### src/rtl/clk_switch_ctrl.sv
// ---------------------------------------------------------------------------
// clk_switch_ctrl
//   Arbitrates and sequences source-switch requests for a 2:1 glitch-free
//   clock mux. Requesters are granted one at a time in round-robin order.
//   A granted switch drives the mux select, holds it for a settle window,
//   acknowledges the requester, and then blocks further grants for a dwell
//   window. A request whose target already matches the current select is
//   acknowledged without touching sel and without a dwell window.
//   The block runs on an always-on reference clock, never on a muxed clock.
//
// Parameters
//   NUM_REQ     number of requesters (>=2)
//   SETTLE_CYC  cycles sel is held after a change before ack (>=1)
//   DWELL_CYC   cycles after a completed switch with no new grant (>=0)
//
// Ports
//   clk         reference clock, free-running
//   rst         asynchronous active-high reset
//   req         level request per requester, held until its ack
//   req_src     per-requester target source: 0=clk1, 1=clk2
//   ack         one-cycle one-hot pulse to the granted requester
//   sel         registered select to the clock mux
//   busy        high whenever the controller is not idle
//   last_grant  index of the most recently acknowledged requester
// ---------------------------------------------------------------------------
module clk_switch_ctrl #(
  parameter int NUM_REQ    = 4,
  parameter int SETTLE_CYC = 8,
  parameter int DWELL_CYC  = 16
) (
  input  logic                       clk,
  input  logic                       rst,
  input  logic [NUM_REQ-1:0]         req,
  input  logic [NUM_REQ-1:0]         req_src,
  output logic [NUM_REQ-1:0]         ack,
  output logic                       sel,
  output logic                       busy,
  output logic [$clog2(NUM_REQ)-1:0] last_grant
);

  localparam int IDX_W   = $clog2(NUM_REQ);
  localparam int CNT_MAX = (SETTLE_CYC > DWELL_CYC) ? SETTLE_CYC : DWELL_CYC;
  localparam int CNT_W   = $clog2(CNT_MAX + 1);

  localparam logic [CNT_W-1:0] SETTLE_LOAD = CNT_W'(SETTLE_CYC - 1);
  // With no dwell window the load value is never used; keep it at zero so it
  // never goes negative.
  localparam logic [CNT_W-1:0] DWELL_LOAD  = (DWELL_CYC > 0) ? CNT_W'(DWELL_CYC - 1) : '0;
  localparam logic [IDX_W-1:0] LAST_IDX    = IDX_W'(NUM_REQ - 1);

  typedef enum logic [1:0] {
    IDLE,
    SETTLE,
    ACK,
    DWELL
  } state_t;

  state_t           state, state_n;
  logic [CNT_W-1:0] cnt, cnt_n;
  logic [IDX_W-1:0] ptr, ptr_n;
  logic [IDX_W-1:0] win, win_n;
  logic [IDX_W-1:0] last_n;
  logic [IDX_W-1:0] pick;
  logic             found;
  logic             switched, switched_n;
  logic             sel_n;

  // Round-robin search: scan from the pointer upwards, wrapping, and take the
  // first active request.
  always_comb begin
    found = 1'b0;
    pick  = '0;
    for (int i = 0; i < NUM_REQ; i++) begin
      if (!found && req[IDX_W'((int'(ptr) + i) % NUM_REQ)]) begin
        found = 1'b1;
        pick  = IDX_W'((int'(ptr) + i) % NUM_REQ);
      end
    end
  end

  // Next-state logic. sel only ever changes on the IDLE->SETTLE transition;
  // the target is sampled once at grant so later req_src changes are ignored.
  // last_grant is updated on the edge that enters ACK so it already names the
  // winner while the ack pulse is visible.
  always_comb begin
    state_n    = state;
    cnt_n      = cnt;
    ptr_n      = ptr;
    win_n      = win;
    switched_n = switched;
    sel_n      = sel;
    last_n     = last_grant;
    case (state)
      IDLE: begin
        if (found) begin
          win_n = pick;
          ptr_n = (pick == LAST_IDX) ? '0 : pick + 1'b1;
          if (req_src[pick] != sel) begin
            sel_n      = req_src[pick];
            cnt_n      = SETTLE_LOAD;
            switched_n = 1'b1;
            state_n    = SETTLE;
          end else begin
            switched_n = 1'b0;
            last_n     = pick;
            state_n    = ACK;
          end
        end
      end
      SETTLE: begin
        if (cnt == '0) begin
          last_n  = win;
          state_n = ACK;
        end else begin
          cnt_n = cnt - 1'b1;
        end
      end
      ACK: begin
        if (switched && (DWELL_CYC > 0)) begin
          cnt_n   = DWELL_LOAD;
          state_n = DWELL;
        end else begin
          state_n = IDLE;
        end
      end
      DWELL: begin
        if (cnt == '0) begin
          state_n = IDLE;
        end else begin
          cnt_n = cnt - 1'b1;
        end
      end
      default: state_n = IDLE;
    endcase
  end

  // State register. Reset drops sel straight back to clk1 and forgets any
  // grant in flight; the mux itself copes with that abrupt switch.
  always_ff @(posedge clk or posedge rst) begin
    if (rst) begin
      state      <= IDLE;
      cnt        <= '0;
      ptr        <= '0;
      win        <= '0;
      switched   <= 1'b0;
      sel        <= 1'b0;
      last_grant <= '0;
    end else begin
      state      <= state_n;
      cnt        <= cnt_n;
      ptr        <= ptr_n;
      win        <= win_n;
      switched   <= switched_n;
      sel        <= sel_n;
      last_grant <= last_n;
    end
  end

  // Outputs decoded from registered state only, so ack is one-hot or zero.
  always_comb begin
    ack = '0;
    if (state == ACK) begin
      ack[win] = 1'b1;
    end
  end

  assign busy = (state != IDLE);

endmodule

### config.mk
export PLATFORM = sky130hd
export DESIGN_NAME = clk_switch_ctrl
export DESIGN_NICKNAME = d
export VERILOG_FILES = /design/src/rtl/clk_switch_ctrl.sv
export SDC_FILE = /design/constraint.sdc
export NUM_CORES = 1
export LEC_CHECK = 0
export BUFFER_PORTS_ARGS = -buffer_cell sky130_fd_sc_hd__buf_2
export CAP_MARGIN = 25
export CORE_UTILIZATION = 45
export CTS_CLUSTER_DIAMETER = 120
export DETAILED_ROUTE_END_ITERATION = 7
export PLACE_DENSITY_LB_ADDON = 0.3
export SYNTH_ARGS = -nofsm -noshare
export SYNTH_HDL_FRONTEND = slang
export SYNTH_SLANG_ARGS = --single-unit
export TNS_END_PERCENT = 30
### constraint.sdc
create_clock -name clk -period 3.6 [get_ports clk]
set_clock_uncertainty 0.2 [all_clocks]
set_input_delay 0 -clock clk [delete_from_list [all_inputs] [get_ports clk]]
set_output_delay 0 -clock clk [all_outputs]
set_load 0.1 [all_outputs]
==> impl_metrics.env, run 1 <==
export IMPL_crit_type="register to register"
export IMPL_power_density_nw_per_um2=923
export IMPL_clk_pin_slew_ps=90
export IMPL_rsz0062_at_grt="false"
export IMPL_path_common_cell="dlygate4sd3_1"
export IMPL_finalSetupViolCount=0
export IMPL_critPathMaxFanout=9
export IMPL_p_comb_share_pct=58.6
export IMPL_p_total_mw=1.02
export IMPL_worstMarginPinSlew_ps=544
export IMPL_die_w_um=47.5
export IMPL_synth_edf_count=0
export IMPL_num_rows=16
export IMPL_vias_per_cell=5.37
export IMPL_routabilityCongestion=0.749
export IMPL_layout_commonest_cell="buf_2"
export IMPL_num_vias=833
export IMPL_syn_num_nets=116
export IMPL_synth_main_ff_cell="dfrtp_1"
export IMPL_mostFrequentLayoutCells="buf_2 (17), dfrtp_1 (15), nand2_1 (13)"
export IMPL_drc=0
export IMPL_numCtsBuffers=3
export IMPL_report_final_slew_viol_count=0
export IMPL_hold_class="primary input to register"
export IMPL_hold_violations=0
export IMPL_yosysSeqAreaShare_pct=40.3
export IMPL_grt_pass1_vias=800
export IMPL_max_stage_delay_ps=570
export IMPL_dp_cells=147
export IMPL_leakagePower_nw=0.523
export IMPL_clk_latency_ps=280
export IMPL_slew_headroom_pct=63.4
export IMPL_async_flop_share_pct=100
export IMPL_internal_power_uw=503
export IMPL_critPathBufInv=2
export IMPL_dieArea_um2=2260
export IMPL_avgRoutedWirePerCell_um=12.8
export IMPL_dieHeight_um=47.5
export IMPL_seqPwrFrac_pct=32.0
export IMPL_cpMaxStageDelayCell="dlygate4sd3_1"
export IMPL_cts_setup_buffers=0
export IMPL_grt_use_total_pct=20.9
export IMPL_finalCritPeriodShare_pct=78.1
export IMPL_maxCapViolations=0
export IMPL_grt_pass1_wl_mm=3.28
export IMPL_finalSetupTns_ps=0
export IMPL_dr_pass1_iters=4
export IMPL_final_cells=155
export IMPL_core_area_um2=1960
export IMPL_worstPathArrival_ps=2840
export IMPL_drt_total_wl_mm=1.99
export IMPL_utilization_pct=56.5
export IMPL_numPortBuffers=17
export IMPL_ys_types=34
export IMPL_cts_buffer_depth=2
export IMPL_hold_buffers=4
export IMPL_p_sw_uw=520
export IMPL_area_growth_syn_to_layout_pct=18.9
export IMPL_start_util_pct=47.5
export IMPL_cts_num_sinks=15
export IMPL_ioPinCount=18
export IMPL_n_antenna_cell=0
export IMPL_ant_nets=0
export IMPL_hpwl_mm=1.50
export IMPL_avgSynthCellArea_um2=8.88
export IMPL_antenna_found_initial=0
export IMPL_first_iter_violations=11
export IMPL_cp_cell_sequence="nand2_1, a211oi_2, o21ai_0, and3_4, dlygate4sd3_1, o31ai_1, dlygate4sd3_1"
export IMPL_status="finished clean"
export IMPL_nNetsFinal=140
export IMPL_clkPwrFrac_pct=9.4
export IMPL_pre_cts_slack_ps=1170
export IMPL_peakVddDrop_uv=602
export IMPL_cp_end_kind="register"
export IMPL_yosys_warnings=0
export IMPL_cts_tree="done"
export IMPL_min_period_ps=2810
export IMPL_root_buffer="clkbuf_4"
export IMPL_ys_ff_latch=15
export IMPL_cp_top_family="buffers and inverters"
export IMPL_drive_gt1_share_pct=22.7
export IMPL_r2r_slack_ps=790
export IMPL_timing_fmax_ghz=0.356
export IMPL_final_setup_worst_slack_ps=787
export IMPL_cts_repair_resized=0
export IMPL_start_kind="register"
export IMPL_required_ps=3630
export IMPL_grt_max_degree=16
export IMPL_netlist_instances=105
export IMPL_overflow=0
export IMPL_h_tree_depth=1
export IMPL_netlist_area_um2=932
export IMPL_power_switching_share_pct=50.8
==> Yosys cell counts (3+ instances only) <==
master | n | area share (%)
o21ai_0 | 7 | 3.8
a21o_1 | 4 | 3.2
inv_1 | 5 | 2.0
o31a_1 | 4 | 3.8
nor2_1 | 10 | 4.0
nand3_1 | 3 | 1.6
nand2b_1 | 4 | 2.7
a21oi_1 | 5 | 2.7
dfrtp_1 | 15 | 40
nand2_1 | 13 | 5.2
nor2b_1 | 4 | 2.7
==> through the flow <==
step	hold WS (ps)	cell area (um^2)
after detailed placement	-116	1040
after CTS	18.5	1110
final	25.1	1110
after floorplan	-299	932
after global routing	101	1110
after global placement	-125	1040
==> worst paths after layout <==
check,start,end,cells after the start
max,ptr[1]$_DFFE_PP0P_,sel$_DFFE_PP0P_,7
min,req[2],ptr[1]$_DFFE_PP0P_,4
max reg2reg,ptr[1]$_DFFE_PP0P_,sel$_DFFE_PP0P_,7
min reg2reg,last_grant[1]$_DFFE_PP0P_,last_grant[1]$_DFFE_PP0P_,1
max in group asynchronous,rst,cnt[3]$_DFFE_PP0P_,3
min in group asynchronous,rst,last_grant[0]$_DFFE_PP0P_,3
==> layout make-up <==
cell class                      count  area (um^2)
Fill cell                         200          853
Multi-Input combinational cell     83          529
Sequential cell                    15          375
Timing Repair Buffer               21          125
Tap cell                           27         33.8
Clock buffer                        4         26.3
Inverter                            5         18.8
==> sequential cells by signal, indices dropped and copies added, names as in the netlist <==
register,count
state,2
ptr,2
cnt,5
switched,1
win,2
sel,1
last_grant,2
==> worst reg2reg max path, cell delays in order (launching register included) <==
cell and delay, ps:
dfrtp_1 480, nand2_1 130, a211oi_2 280, o21ai_0 120, and3_4 200, dlygate4sd3_1 560, o31ai_1 210, dlygate4sd3_1 570
==> per-layer routing <==
layer | wire length (um) | GRT usage, % | vias up | part of all wire [%]
met4 | 25 | 8.57 | 0 | 1.3
met5 | 0 | 0 | - | 0
met3 | 62 | 3.02 | 4 | 3.1
met2 | 969 | 37.0 | 18 | 49
li1 | - | - | 418 | -
met1 | 931 | 25.4 | 393 | 47
==> power by group through the flow <==
stage	registers [mW]	clock network (mW)	logic, mW
after floorplan	0.421	0	0.386
after global placement	0.323	0	0.568
after detailed placement	0.330	0	0.582
after CTS	0.326	0.0996	0.603
after global routing	0.342	0.105	0.653
final	0.327	0.0964	0.599
==> logic make-up after synthesis <==
logic type / share of synthesized area, %
compound gates: 24.3
xor+xnor: 0.940
fa+ha+maj: 1.34
buf+inv: 2.95
flops: 40.3
mux: 4.83
simple gates: 25.4
No activity file was read; power rests on OpenSTA's default activity.
==> run 2: changes to the inputs <==
--- a/config.mk
+++ b/config.mk
@@ -5,6 +5,7 @@
 export SDC_FILE = /design/constraint.sdc
 export NUM_CORES = 1
 export LEC_CHECK = 0
+export ABC_AREA = 1
 export BUFFER_PORTS_ARGS = -buffer_cell sky130_fd_sc_hd__buf_2
 export CAP_MARGIN = 25
 export CORE_UTILIZATION = 45
==> constraint.sdc (replaced) <==
create_clock -name clk -period 2.29 [get_ports clk]
set_clock_uncertainty 0.2 [all_clocks]
set_input_delay 0 -clock clk [delete_from_list [all_inputs] [get_ports clk]]
set_output_delay 0 -clock clk [all_outputs]
set_load 0.1 [all_outputs]
==> impl_metrics.env, run 2 <==
export IMPL_overflow=0
export IMPL_routabilityCongestion=0.893
export IMPL_layout_commonest_cell="nand2_1"
export IMPL_ys_ff_latch=15
export IMPL_die_w_um=53.9
export IMPL_ioPinCount=18
export IMPL_dieArea_um2=2910
export IMPL_numPortBuffers=17
export IMPL_hpwl_mm=2.09
export IMPL_violations="negative hold slack"
export IMPL_cts_tree="done"
export IMPL_n_antenna_cell=0
export IMPL_largest_register_ffs=5
export IMPL_antenna_found_initial=0
export IMPL_nNetsFinal=226
export IMPL_synthTopCellsByArea="dfrtp_1 (31%), nand2_1 (22%), inv_1 (8.4%)"
export IMPL_r2r_slack_ps=20
export IMPL_finalSetupTns_ps=0
export IMPL_ant_nets=0
export IMPL_avgSynthCellArea_um2=6.42
export IMPL_netlist_instances=189
export IMPL_synth_top_cell_area_share_pct=30.9
export IMPL_worstPathArrival_ps=2270
export IMPL_clk_pin_slew_ps=90
export IMPL_h_tree_depth=1
export IMPL_avgRoutedWirePerCell_um=12.3
export IMPL_finalCritPeriodShare_pct=99.2
export IMPL_maxCapViolations=0
export IMPL_grt_use_total_pct=20.3
export IMPL_finalSetupViolCount=0
export IMPL_status="finished, violations left"
export IMPL_cts_buffer_depth=2
export IMPL_yosysSeqAreaShare_pct=30.9
export IMPL_start_kind="register"
export IMPL_netlist_area_um2=1210
export IMPL_core_area_um2=2520
export IMPL_synth_common_cells="nand2_1 (71), inv_1 (27), nand3_1 (19), dfrtp_1 (15)"
export IMPL_cts_num_sinks=15
export IMPL_drt_total_wl_mm=3.00
export IMPL_crit_type="register to register"
export IMPL_required_ps=2280
export IMPL_vias_per_cell=5.35
export IMPL_async_flop_share_pct=100
export IMPL_yosys_warnings=0
export IMPL_worstMarginPinSlew_ps=573
export IMPL_critPathMaxFanout=6
export IMPL_mostFrequentLayoutCells="nand2_1 (56), inv_1 (27), nand2_2 (20)"
export IMPL_drc=0
export IMPL_syn_num_nets=200
export IMPL_grt_max_degree=16
export IMPL_grt_pass1_vias=1104
export IMPL_first_iter_violations=49
export IMPL_synth_edf_count=0
export IMPL_clk_latency_ps=290
export IMPL_hold_ws_ps=-4.06
export IMPL_hold_class="primary input to register"
export IMPL_ys_types=23
export IMPL_report_final_slew_viol_count=0
export IMPL_dieHeight_um=53.9
export IMPL_root_buffer="clkbuf_4"
export IMPL_timing_fmax_ghz=0.440
export IMPL_cp_end_kind="register"
export IMPL_synth_top_area_cell="dfrtp_1"
export IMPL_drive_gt1_share_pct=32.2
export IMPL_dr_pass1_iters=4
export IMPL_numCtsBuffers=3
export IMPL_num_vias=1305
export IMPL_rsz0062_at_grt="true"
export IMPL_start_util_pct=48.1
export IMPL_hold_violations=1
export IMPL_num_rows=18
export IMPL_min_period_ps=2270
export IMPL_synth_main_ff_cell="dfrtp_1"
export IMPL_grt_pass1_wl_mm=4.38
export IMPL_slew_headroom_pct=61.8
export IMPL_area_growth_syn_to_layout_pct=24.0
export IMPL_regMostFlops="cnt"
export IMPL_yosysMostFrequentCell="nand2_1"
==> run 2: per-stage QoR <==
stage | hold WS [ps] | std cells | instance area [um^2] | setup slack (ps) | util, %
4_1_cts | 34.4 | 242 | 1390 | 53.7 | 55.0
5_1_grt | 75.0 | 244 | 1510 | -89.1 | 59.7
2_1_floorplan | -299 | 189 | 1210 | -671 | -
6_report | -4.06 | 244 | 1510 | 18.3 | 59.7
3_3_place_gp | -119 | 235 | 1330 | 73.3 | 52.7
3_5_place_dp | -113 | 235 | 1330 | -20.6 | 52.7
==> run 2: worst paths after layout <==
kind,start,to,cells past startpoint
max,ptr[0]$_DFFE_PP0P_,cnt[1]$_DFFE_PP0P_,15
min,req_src[1],sel$_DFFE_PP0P_,5
max reg2reg,ptr[0]$_DFFE_PP0P_,cnt[1]$_DFFE_PP0P_,15
min reg2reg,last_grant[1]$_DFFE_PP0P_,last_grant[1]$_DFFE_PP0P_,2
max in group asynchronous,rst,ptr[1]$_DFFE_PP0P_,3
min in group asynchronous,rst,last_grant[1]$_DFFE_PP0P_,3
==> run 2: what timing repair did <==
action	CTS	global route
endpoints found under the hold margin	16	0
resized for setup	1	32
pin swaps	0	18
setup endpoints to repair	8	9
hold buffers	3	0
setup buffers	0	2
cloned	0	0
==> run 2: layout make-up <==
type / count / area (um^2)
inverters: 30 / 120
repair buffers: 23 / 145
fillers: 231 / 1020
clock inverters: 1 / 5.00
multi-input cells: 142 / 797
clock buffers: 3 / 22.5
flip-flops and latches: 15 / 378
well taps: 30 / 37.5
==> run 2: kinds of logic after synthesis <==
family	synth area share (%)
and+or+nand+nor	50.0
adders and majority gates	1.03
buffers and inverters	11.0
AOI/OAI and AO/OA	7.01
DFF	30.9
==> run 2: critical path, stage by stage, from the launching register on <==
cell	delay (ps)
dfrtp_2	460
buf_6	150
nand2_2	80
nand2_4	70
nand2_2	70
nand2_2	70
nor2_4	180
nand3_4	130
nand4_1	160
nand2_1	80
nand2_2	80
nand3_2	90
nand3_4	110
nand2_4	100
nand2_2	100
nand2_2	40
==> run 2: routing by layer <==
layer	share of wire, %	vias up	track usage [%]
li1	-	651	-
met1	46	612	28.5
met2	49	40	33.3
met3	4.5	2	2.54
met4	0.70	0	3.95
met5	0	-	0
Power of run 2 is left out: the tool's default activity adds up to more than one toggle a clock period on the data nets, which glitch-free logic cannot reach.
